==> config.mk <==
export PLATFORM = sky130hd
export DESIGN_NAME = mem_port_arbiter
export DESIGN_NICKNAME = d
export VERILOG_FILES = /design/src/rtl/mem_port_arbiter_pkg.sv /design/src/rtl/mem_port_arbiter.sv
export SDC_FILE = /design/constraint.sdc
export NUM_CORES = 1
export LEC_CHECK = 0
export CAP_MARGIN = 20
export CORE_ASPECT_RATIO = 0.8
export CORE_MARGIN = 2
export CORE_UTILIZATION = 40
export CTS_BUF_LIST = sky130_fd_sc_hd__clkbuf_4 sky130_fd_sc_hd__clkbuf_8
export DETAILED_ROUTE_END_ITERATION = 8
export GPL_ROUTABILITY_DRIVEN = 1
export PLACE_DENSITY = 0.88
export RECOVER_POWER = 50
export SLEW_MARGIN = 10
export SYNTH_ARGS = -nofsm -noshare
export SYNTH_HDL_FRONTEND = slang
export SYNTH_SLANG_ARGS = --single-unit
==> constraint.sdc <==
create_clock -name i_clk -period 3.16 [get_ports i_clk]
set_input_delay 0.474 -clock i_clk [delete_from_list [all_inputs] [get_ports i_clk]]
set_output_delay 0.474 -clock i_clk [all_outputs]
set_load 0.02 [all_outputs]
==> src/rtl/mem_port_arbiter_pkg.sv <==
// Shared types and constants for the CPU/UART data-RAM port arbiter.
// Arbiter states and read-return owner tags.
package mem_port_arbiter_pkg;

  typedef enum logic [1:0] {
    ARB_SHARED  = 2'd0,
    ARB_LOCKED  = 2'd1,
    ARB_RELEASE = 2'd2
  } arb_state_e;

  localparam logic OWN_CPU  = 1'b0;
  localparam logic OWN_UART = 1'b1;

endpackage

==> src/rtl/mem_port_arbiter.sv <==
// Shares one single-port synchronous data RAM between the CPU MEM-stage port and the UART loader.
// CPU wins contested cycles until the starvation guard forces UART through; UART may lock the RAM.
//
// state       | meaning
// ARB_SHARED  | normal CPU-priority arbitration with starvation guard
// ARB_LOCKED  | UART owns the RAM exclusively, CPU stalls
// ARB_RELEASE | single turnaround cycle, no grants, last UART read returns
module mem_port_arbiter
  import mem_port_arbiter_pkg::*;
#(
  parameter int ADDR_W     = 10,
  parameter int DATA_W     = 32,
  parameter int STARVE_MAX = 4
) (
  input  logic              i_clk,
  input  logic              i_reset,
  input  logic              i_cpu_req,
  input  logic              i_cpu_we,
  input  logic [ADDR_W-1:0] i_cpu_addr,
  input  logic [DATA_W-1:0] i_cpu_wdata,
  output logic              o_cpu_gnt,
  output logic              o_cpu_stall,
  output logic              o_cpu_rvalid,
  output logic [DATA_W-1:0] o_cpu_rdata,
  input  logic              i_uart_req,
  input  logic              i_uart_we,
  input  logic [ADDR_W-1:0] i_uart_addr,
  input  logic [DATA_W-1:0] i_uart_wdata,
  output logic              o_uart_gnt,
  output logic              o_uart_rvalid,
  output logic [DATA_W-1:0] o_uart_rdata,
  input  logic              i_uart_lock,
  output logic              o_locked,
  output logic              o_ram_en,
  output logic              o_ram_we,
  output logic [ADDR_W-1:0] o_ram_addr,
  output logic [DATA_W-1:0] o_ram_wdata,
  input  logic [DATA_W-1:0] i_ram_rdata
);

  localparam int                CNT_W      = $clog2(STARVE_MAX + 1);
  localparam logic [CNT_W-1:0] STARVE_LIM = CNT_W'(STARVE_MAX);

  arb_state_e        r_state;
  logic [CNT_W-1:0]  r_starve_cnt;
  logic              r_pend;
  logic              r_owner;
  logic              r_locked;
  logic [DATA_W-1:0] r_cpu_rdata;
  logic [DATA_W-1:0] r_uart_rdata;

  logic              w_cpu_gnt;
  logic              w_uart_gnt;
  logic              w_contested;
  logic              w_cpu_rvalid;
  logic              w_uart_rvalid;

  assign w_contested = i_cpu_req & i_uart_req;

  always_comb begin
    w_cpu_gnt  = 1'b0;
    w_uart_gnt = 1'b0;
    if (i_reset) begin
      case (r_state)
        ARB_SHARED: begin
          if (w_contested) begin
            if (r_starve_cnt == STARVE_LIM) w_uart_gnt = 1'b1;
            else                            w_cpu_gnt  = 1'b1;
          end else begin
            w_cpu_gnt  = i_cpu_req;
            w_uart_gnt = i_uart_req;
          end
        end
        ARB_LOCKED: w_uart_gnt = i_uart_req;
        default: begin
          w_cpu_gnt  = 1'b0;
          w_uart_gnt = 1'b0;
        end
      endcase
    end
  end

  always_comb begin
    o_ram_we    = 1'b0;
    o_ram_addr  = '0;
    o_ram_wdata = '0;
    if (w_cpu_gnt) begin
      o_ram_we    = i_cpu_we;
      o_ram_addr  = i_cpu_addr;
      o_ram_wdata = i_cpu_wdata;
    end else if (w_uart_gnt) begin
      o_ram_we    = i_uart_we;
      o_ram_addr  = i_uart_addr;
      o_ram_wdata = i_uart_wdata;
    end
  end

  // Return path is gated by reset so a read in flight when reset hits is dropped.
  assign w_cpu_rvalid  = i_reset & r_pend & (r_owner == OWN_CPU);
  assign w_uart_rvalid = i_reset & r_pend & (r_owner == OWN_UART);

  assign o_cpu_gnt     = w_cpu_gnt;
  assign o_uart_gnt    = w_uart_gnt;
  assign o_cpu_stall   = i_cpu_req & ~w_cpu_gnt;
  assign o_ram_en      = w_cpu_gnt | w_uart_gnt;
  assign o_cpu_rvalid  = w_cpu_rvalid;
  assign o_uart_rvalid = w_uart_rvalid;
  assign o_cpu_rdata   = w_cpu_rvalid  ? i_ram_rdata : r_cpu_rdata;
  assign o_uart_rdata  = w_uart_rvalid ? i_ram_rdata : r_uart_rdata;
  assign o_locked      = r_locked;

  always_ff @(posedge i_clk) begin
    if (!i_reset) begin
      r_state      <= ARB_SHARED;
      r_starve_cnt <= '0;
      r_pend       <= 1'b0;
      r_owner      <= OWN_CPU;
      r_locked     <= 1'b0;
      r_cpu_rdata  <= '0;
      r_uart_rdata <= '0;
    end else begin
      r_pend  <= (w_cpu_gnt & ~i_cpu_we) | (w_uart_gnt & ~i_uart_we);
      r_owner <= w_uart_gnt ? OWN_UART : OWN_CPU;

      if (w_cpu_rvalid)  r_cpu_rdata  <= i_ram_rdata;
      if (w_uart_rvalid) r_uart_rdata <= i_ram_rdata;

      if (r_state == ARB_RELEASE || w_uart_gnt) begin
        r_starve_cnt <= '0;
      end else if (r_state == ARB_SHARED && w_contested && w_cpu_gnt &&
                   r_starve_cnt != STARVE_LIM) begin
        r_starve_cnt <= r_starve_cnt + CNT_W'(1);
      end

      case (r_state)
        ARB_SHARED: begin
          if (i_uart_lock) begin
            r_state  <= ARB_LOCKED;
            r_locked <= 1'b1;
          end
        end
        ARB_LOCKED: begin
          if (!i_uart_lock) begin
            r_state  <= ARB_RELEASE;
            r_locked <= 1'b0;
          end
        end
        default: begin
          r_state  <= ARB_SHARED;
          r_locked <= 1'b0;
        end
      endcase
    end
  end

endmodule

* Word-level counts from Yosys, hierarchy flattened
Index checks and enable logic that the tools add are counted.
** Storage, ports and cells
- Logic and storage cells :: 58
- Input bits :: 123
- Memories :: 0
- Memory bits (writable) :: 0
- Output and inout bits :: 114
- Memory bits (read-only) :: 0
- Bits in latches :: 0
- Flip-flop bits (word level) :: 72
** Operators by class
- Mux-type cells :: 23
- Shifts and indexed selects :: 0
- Magnitude comparators :: 0
- Bitwise operators :: 14
- $add $sub $neg :: 1
- Multiply operators :: 0
- Divide/modulo/power cells :: 0
- Eq/ne operators :: 6
- Reductions and logical operators :: 7
** Operators by type and width (number)
- 32-bit 2-to-1 mux :: 4
- 10-bit 2-to-1 mux :: 2
- 1-bit 2-to-1 mux :: 12
- 1-bit AND :: 7
- 1-bit inverter :: 5
- 2-bit 2-to-1 mux :: 2
- 2-bit != test, second input constant :: 2
- 1-bit case mux with 2 select lines :: 2
- 2-bit case mux with 2 select lines :: 1
- 3-bit by 1-bit adder with 3-bit output, second input constant :: 1
- 3-bit == test, second input constant :: 1
- 1-bit logical AND :: 3
- 3-bit != test, second input constant :: 1
- 2-bit by 1-bit == test with 1-bit output, second input constant :: 1
- 2-bit == test, second input constant :: 1
- 2-bit zero test :: 1
- 1-bit OR :: 2
- 2-bit AND reduction :: 1
- 2-bit OR reduction :: 1
- 1-bit logical OR :: 1

* Logic depth before layout (Yosys ltp)
Gate-level depths: netlist of run 1.
- Depth in word-level cells :: 7
- Mapped depth :: 7
- Mapped depth without buffers :: 5

* Worst setup path after synthesis of run 1
No wires, ideal clock.
- Path type :: input to output
- Start :: in i_reset
- End :: out o_ram_wdata[19]
- Required time :: 2686 ps
- Arrival time :: 1518 ps
- Stages on the path :: 5
- Path buffers :: 2
- Slack :: 1168 ps
- Cell sequence :: buf_4 > nand3b_2 > a21oi_4 > buf_2 > a22o_1
** Between the ends
- Longest elaborated chain between the ends :: 3
- Elaborated cells on any way between the ends :: 4
- Classes of those cells :: 4 x mux
** Ends and longest elaborated chain
- start: declaration :: RTL line mem_port_arbiter.sv:16 : input logic i_reset,
- 1-bit 2-to-1 mux :: RTL line mem_port_arbiter.sv:63 : if (i_reset) begin
- named net o_uart_gnt :: RTL line mem_port_arbiter.sv:29 : output logic o_uart_gnt,
- 32-bit 2-to-1 mux :: RTL line mem_port_arbiter.sv:91 : end else if (w_uart_gnt) begin
- 32-bit 2-to-1 mux :: RTL line mem_port_arbiter.sv:87 : if (w_cpu_gnt) begin
- end: declaration :: RTL line mem_port_arbiter.sv:37 : output logic [DATA_W-1:0] o_ram_wdata,
The timed path passes the listed nets, and every way through them passes these cells.

* Worst setup path in the final report of run 1
- Start :: in i_cpu_req
- End :: out o_ram_en
** Between the ends
- Longest elaborated chain between the ends :: 5
- Elaborated cells on any way between the ends :: 8
- Classes of those cells :: 6 x mux; 2 x bitwise
** Ends and longest elaborated chain
- start: declaration :: RTL line mem_port_arbiter.sv:17 : input logic i_cpu_req,
- 1-bit AND :: RTL line mem_port_arbiter.sv:58 : assign w_contested = i_cpu_req & i_uart_req;
- 1-bit 2-to-1 mux :: RTL line mem_port_arbiter.sv:66 : if (w_contested) begin
- 1-bit case mux with 2 select lines or 1-bit 2-to-1 mux (tied branches) :: RTL line mem_port_arbiter.sv:64 : case (r_state)
- 1-bit 2-to-1 mux :: RTL line mem_port_arbiter.sv:63
- 1-bit OR * :: RTL line mem_port_arbiter.sv:105 : assign o_ram_en = w_cpu_gnt | w_uart_gnt;
- end: declaration :: RTL line mem_port_arbiter.sv:34 : output logic o_ram_en,
Mark *: on every way between the ends. The rest lies on a longest branch, timed or not.

==> results.yml, run 1 <==
status:
  outcome: "finished, final reports clean"
power:
  total_power_w: 0.00214
  power_density_mw_per_mm2: 358
  leakage_nw: 2.58
  ir_drop_mv: 0.320
worst_setup_path:
  worst-path-buf-inv: 4
  cp_slowest_cell: "clkdlybuf4s50_1"
  slowest_delay_ps: 550
  cp_max_fo: 46
  worstPathArrival_ps: 2620
  crit_top_cell: "clkdlybuf4s50_1"
  critical_path.top_delay_family: "buffers and inverters"
  path_cells: "clkdlybuf4s50_1 -> nor2b_1 -> clkbuf_1 -> a21oi_4 -> buf_12 -> or2_2 -> clkdlybuf4s50_1"
  startpoint_type: "primary input"
  required_ps: 2690
  crit_type: "primary input to output pin"
  endpoint_kind: "output pin"
sta:
  finalMaxSlewViolations: 0
  rsz0062_at_grt: "no"
  hold_viol: 0
  fin_crit_ps: 3090
  worst_slew_pin_slew_ps: 476
  setup_viol: 0
  max_freq_mhz: 323
  period_share_pct: 97.8
  relSlewSlack_pct: 68.3
  skew_ps: 7.91
  fin_tns_setup_ps: 0
synth:
  yosys_warnings: 0
  syn_inst: 301
  synth.avg_cell_area_sq_um: 11.9
  synth_ff_type: "dfxtp_1"
  synth-edff-count: 0
  synth.cell_area_sq_mm: 0.00357
  syn_nets: 426
  synth_cell_types: 28
  ys_seq_area_share_pct: 39.8
  ys_seq_elements: 71
  synthArstFlopShare_pct: 0
grt:
  grt_pass1_wl_microns: 16800
  grt_pass1_vias: 3218
  track_usage_pct: 23.1
  antenna_found_initial: 0
  grt_max_degree: 47
  grt-ovfl-total: 0
final_layout:
  mostFrequentLayoutCells: "clkdlybuf4s50_1 (211), dfxtp_1 (71), and2_1 (59)"
  n_fill_cell: 667
  regArea_sq_mm: 0.00142
  final_cell_count_no_fill: 651
  diodes: 0
  multi_input_area_sq_mm: 0.00176
  area_growth_syn_to_layout_pct: 67.5
  layout_commonest_cell: "clkdlybuf4s50_1"
  nets: 659
  drive_gt1_share_pct: 8.72
  fin_util_pct: 69.9
floorplanning:
  die_y_microns: 88.5
  start_util_pct: 41.7
  design.core.area_sq_mm: 0.00856
  dieWidth_microns: 110
  ios: 237
  dieArea_sq_mm: 0.00970
  row_count: 30
place:
  dp.cells: 635
  hpwl_microns: 8660
  place_congestion: 0.841
  port-buffer-count: 236
clocking:
  tritoncts: "yes"
  post-cts-setup-buffers: 0
  clk_pin_slew_ps: 70
  clockBufferDepth: 2
  ctsRootBufferMaster: "clkbuf_8"
  cts.sinks: 71
  clk_latency_ps: 350
  htree_num_levels: 3
  cts_resized: 0
  numCtsBuffers: 9
  cts_hold_buf: 0
detailed_routing:
  drtAntennaViolNets: 0
  drtIter0Drc: 65
  wl_per_cell_microns: 17.2
  drcViolationCount: 0
  num_vias: 3144
  drt-total-wl_microns: 11200
  vias_per_cell: 4.83
  dr.pass1.iters: 4
min_path:
  hold_class: "flop to flop"
run:
  cap_viol_max_count: 0
registers in the layout, indices dropped and copies added (netlist names):
| name | cells |
|---|---|
| r_pend | 1 |
| r_starve_cnt | 3 |
| r_owner | 1 |
| r_cpu_rdata | 32 |
| r_uart_rdata | 32 |
| r_state | 2 |
power breakdown:
part	switching, W	internal (W)
logic	0.000213	0.000299
clock network	0.000333	0.000379
registers	0.00000710	0.000911
path summary, 6_finish.rpt:
path,cells past startpoint,slack (ps),to,from
worst min-delay path,2,480,r_starve_cnt[0]$_SDFFE_PP0P_,r_starve_cnt[0]$_SDFFE_PP0P_
worst max register to register,4,1450,r_cpu_rdata[3]$_SDFF_PN0_,r_owner$_SDFF_PN0_
worst max-delay path,7,70,o_ram_en,i_cpu_req
worst min register to register,2,480,r_starve_cnt[0]$_SDFFE_PP0P_,r_starve_cnt[0]$_SDFFE_PP0P_
metal layers:
| layer | part of all wire [%] | global-route usage [%] |
|---|---|---|
| met1 | 40 | 25.7 |
| met3 | 7.6 | 10.1 |
| met4 | 1.6 | 7.13 |
| met2 | 51 | 40.2 |
| met5 | 0 | 0 |
cell usage after synthesis, types with 2 or more instances:
| cell type | count | area (sq um) |
|---|---|---|
| nand2_1 | 4 | 15.0 |
| mux2_4 | 58 | 871 |
| buf_6 | 10 | 113 |
| buf_2 | 6 | 30.0 |
| a21oi_1 | 3 | 15.0 |
| nor2b_1 | 2 | 12.5 |
| dfxtp_1 | 71 | 1420 |
| nand4_1 | 2 | 12.5 |
| a22o_1 | 44 | 385 |
| mux2_2 | 6 | 67.6 |
| and2_1 | 64 | 400 |
| ha_1 | 2 | 25.0 |
| inv_1 | 7 | 26.3 |
| nand4b_1 | 2 | 17.5 |
| clkbuf_1 | 7 | 26.3 |
per-stage QoR:
step	hold WS (ps)	setup WS (ps)	instance area, sq um
2_1_floorplan	425	1170	3570
3_3_place_gp	461	178	5980
3_5_place_dp	470	125	5980
4_1_cts	483	118	6180
5_1_grt	510	6.81	5980
6_report	481	68.5	5980
worst register-to-register path: cells and delay by family (launching register included):
kind | cells | cell delay [ps]
simple gates | 2 | 480
flops | 1 | 390
mux | 1 | 390
buf+inv | 1 | 350
area by class of cell:
cell class / count / area share [%]
repair buffers: 246 / 40.7
inverters: 7 / 0.439
multi-input cells: 199 / 29.5
clock inverters: 2 / 0.209
well taps: 112 / 2.34
flip-flops and latches: 71 / 23.8
clock buffers: 14 / 3.12
logic make-up after synthesis:
kind of cell	after synthesis	share of synthesized area, %
flip-flops	71	39.8
adder cells (fa/ha/maj)	2	0.701
buffers and inverters	31	5.68
multiplexers	64	26.3
AO/OA/AOI/OAI	50	12.0
AND/OR/NAND/NOR	83	15.5
(Power assumes the default switching activity.)
==> run 2, diff against run 1 <==
--- a/config.mk
+++ b/config.mk
@@ -6,7 +6,6 @@
 export NUM_CORES = 1
 export LEC_CHECK = 0
 export CAP_MARGIN = 20
-export CORE_ASPECT_RATIO = 0.8
 export CORE_MARGIN = 2
 export CORE_UTILIZATION = 40
 export CTS_BUF_LIST = sky130_fd_sc_hd__clkbuf_4 sky130_fd_sc_hd__clkbuf_8
==> run 2 against run 1 <==
Global-route usage down 1.3 points. The flow now finishes with violations (max-capacitance violations, max-slew violations). Worst setup slack better by 150 ps. Sequential cell count stayed put. Fmax rose by 5.1%. First-iteration DRC count is 15% lower. Combinational power up 4%. Largest power group unchanged. Register-to-register slack lost 130 ps. Clock skew barely moved.
==> results.yml, run 2 (synthesis gave the netlist of run 1 again) <==
status:
  outcome: "complete, but fails checks"
  violations: "max-capacitance violations, max-slew violations"
power:
  ir_drop_mv: 0.202
  leakage_nw: 2.65
  power_density_mw_per_mm2: 354
  total_power_w: 0.00217
floorplanning:
  die_y_microns: 98.5
  dieArea_sq_mm: 0.00970
  ios: 237
  design.core.area_sq_mm: 0.00868
  dieWidth_microns: 98.5
  row_count: 34
  start_util_pct: 41.1
clocking:
  numCtsBuffers: 9
  ctsRootBufferMaster: "clkbuf_8"
  clockBufferDepth: 2
  cts.sinks: 71
  clk_latency_ps: 340
  clk_pin_slew_ps: 70
  cts_hold_buf: 0
  post-cts-setup-buffers: 0
  tritoncts: "yes"
  htree_num_levels: 3
  cts_resized: 0
detailed_routing:
  num_vias: 3221
  vias_per_cell: 4.99
  drtIter0Drc: 55
  dr.pass1.iters: 4
  drt-total-wl_microns: 10800
  wl_per_cell_microns: 16.7
  drtAntennaViolNets: 0
  drcViolationCount: 0
min_path:
  hp-start: "r_starve_cnt[1]$_SDFFE_PP0P_"
  hold_class: "flop to flop"
  hold_path_end: "r_starve_cnt[1]$_SDFFE_PP0P_"
  whs_path_depth: 2
worst_setup_path:
  path_cells: "buf_2 -> nand3b_1 -> clkbuf_2 -> mux2_2 -> clkdlybuf4s50_1"
  required_ps: 2690
  cp_slowest_cell: "clkbuf_2"
  crit_type: "primary input to output pin"
  r2r_slack_ps: 1320
  slowest_delay_ps: 620
  critical_path.top_delay_family: "buffers and inverters"
  worstRegToRegCells: 4
  r2r-start: "r_owner$_SDFF_PN0_"
  worstPathArrival_ps: 2470
  startpoint_type: "primary input"
  endpoint_kind: "output pin"
  regToRegEndpoint: "r_cpu_rdata[1]$_SDFF_PN0_"
  worst-path-buf-inv: 3
  cp_max_fo: 22
final_layout:
  drive_gt1_share_pct: 15.1
  nets: 658
  area_growth_syn_to_layout_pct: 71.7
  mostFrequentLayoutCells: "clkdlybuf4s50_1 (215), dfxtp_1 (71), mux2_4 (46)"
  layout_commonest_cell: "clkdlybuf4s50_1"
  final_cell_count_no_fill: 645
  multi_input_area_sq_mm: 0.00189
  n_fill_cell: 659
  diodes: 0
  top_regs: "r_cpu_rdata x32, r_uart_rdata x32, r_starve_cnt x3"
  regArea_sq_mm: 0.00142
sta:
  period_share_pct: 93.1
  relSlewSlack_pct: -7.72
  rsz0062_at_grt: "no"
  setup_viol: 0
  fin_tns_setup_ps: 0
  whs_ps: 477
  worst_slew_pin_slew_ps: 1620
  finalMaxSlewViolations: 52
  max_freq_mhz: 340
  fin_crit_ps: 2940
  skew_ps: 7.89
  hold_viol: 0
grt:
  antenna_found_initial: 0
  track_usage_pct: 21.8
  grt_pass1_wl_microns: 16800
  grt_max_degree: 52
  grt-ovfl-total: 0
  grt_pass1_vias: 3345
run:
  cap_viol_max_count: 1
place:
  hpwl_microns: 8600
  place_congestion: 0.899
  dp.cells: 630
  port-buffer-count: 236
[run 2: cell types whose count changed in the layout (fill, tap and decap cells not counted), moves of 2 or more]
cell / delta
mux2_4: +37
and2_1: -17
clkbuf_8: -2
clkdlybuf4s50_1: +4
buf_4: -4
and2_0: +17
mux2_1: -38
clkbuf_1: -3
[run 2: worst max-delay path by stage]
stage,slack [ps],from,endpoint,cells past startpoint
floorplan,1170,i_reset,o_ram_wdata[19],5
global placement,280,i_cpu_req,o_ram_wdata[11],6
detailed placement,250,i_cpu_req,o_ram_wdata[11],6
CTS,250,i_cpu_req,o_ram_wdata[15],6
global route,90,i_reset,o_cpu_rdata[20],5
finish,220,i_reset,o_cpu_rdata[1],5
[run 2: area by class of cell]
| class | count | area share (%) |
|---|---|---|
| Timing Repair Buffer | 245 | 40.1 |
| Sequential cell | 71 | 23.2 |
| Clock inverter | 3 | 0.694 |
| Inverter | 7 | 0.429 |
| Multi-Input combinational cell | 199 | 30.8 |
| Tap cell | 108 | 2.20 |
| Clock buffer | 12 | 2.59 |
[run 2: per-stage QoR]
| step | utilization, % | cell area, sq um | setup WS [ps] |
|---|---|---|---|
| floorplan | - | 3570 | 1170 |
| global placement | 69.0 | 5990 | 283 |
| detailed placement | 69.0 | 5990 | 251 |
| CTS | 71.4 | 6190 | 249 |
| global route | 70.6 | 6130 | 92.6 |
| finish | 70.6 | 6130 | 219 |
[run 2: per-layer routing]
layer  track usage, %  share of wire [%]
met5                0                  0
met3             5.67                7.0
met2             40.9                 54
met1             21.9                 35
met4             11.3                3.7
[run 2: worst register-to-register path: stages, from the launching register on]
cell	delay [ps]
dfxtp_1	360
nand3b_1	140
clkbuf_2	620
mux2_2	450
and2_0	160
[run 2: report_power, final]
group	leakage [nW]	internal, W	switching (W)
registers	0.574	0.000912	0.00000645
clock network	0.102	0.000411	0.000310
logic	1.97	0.000316	0.000216
total	2.65	0.00164	0.000532
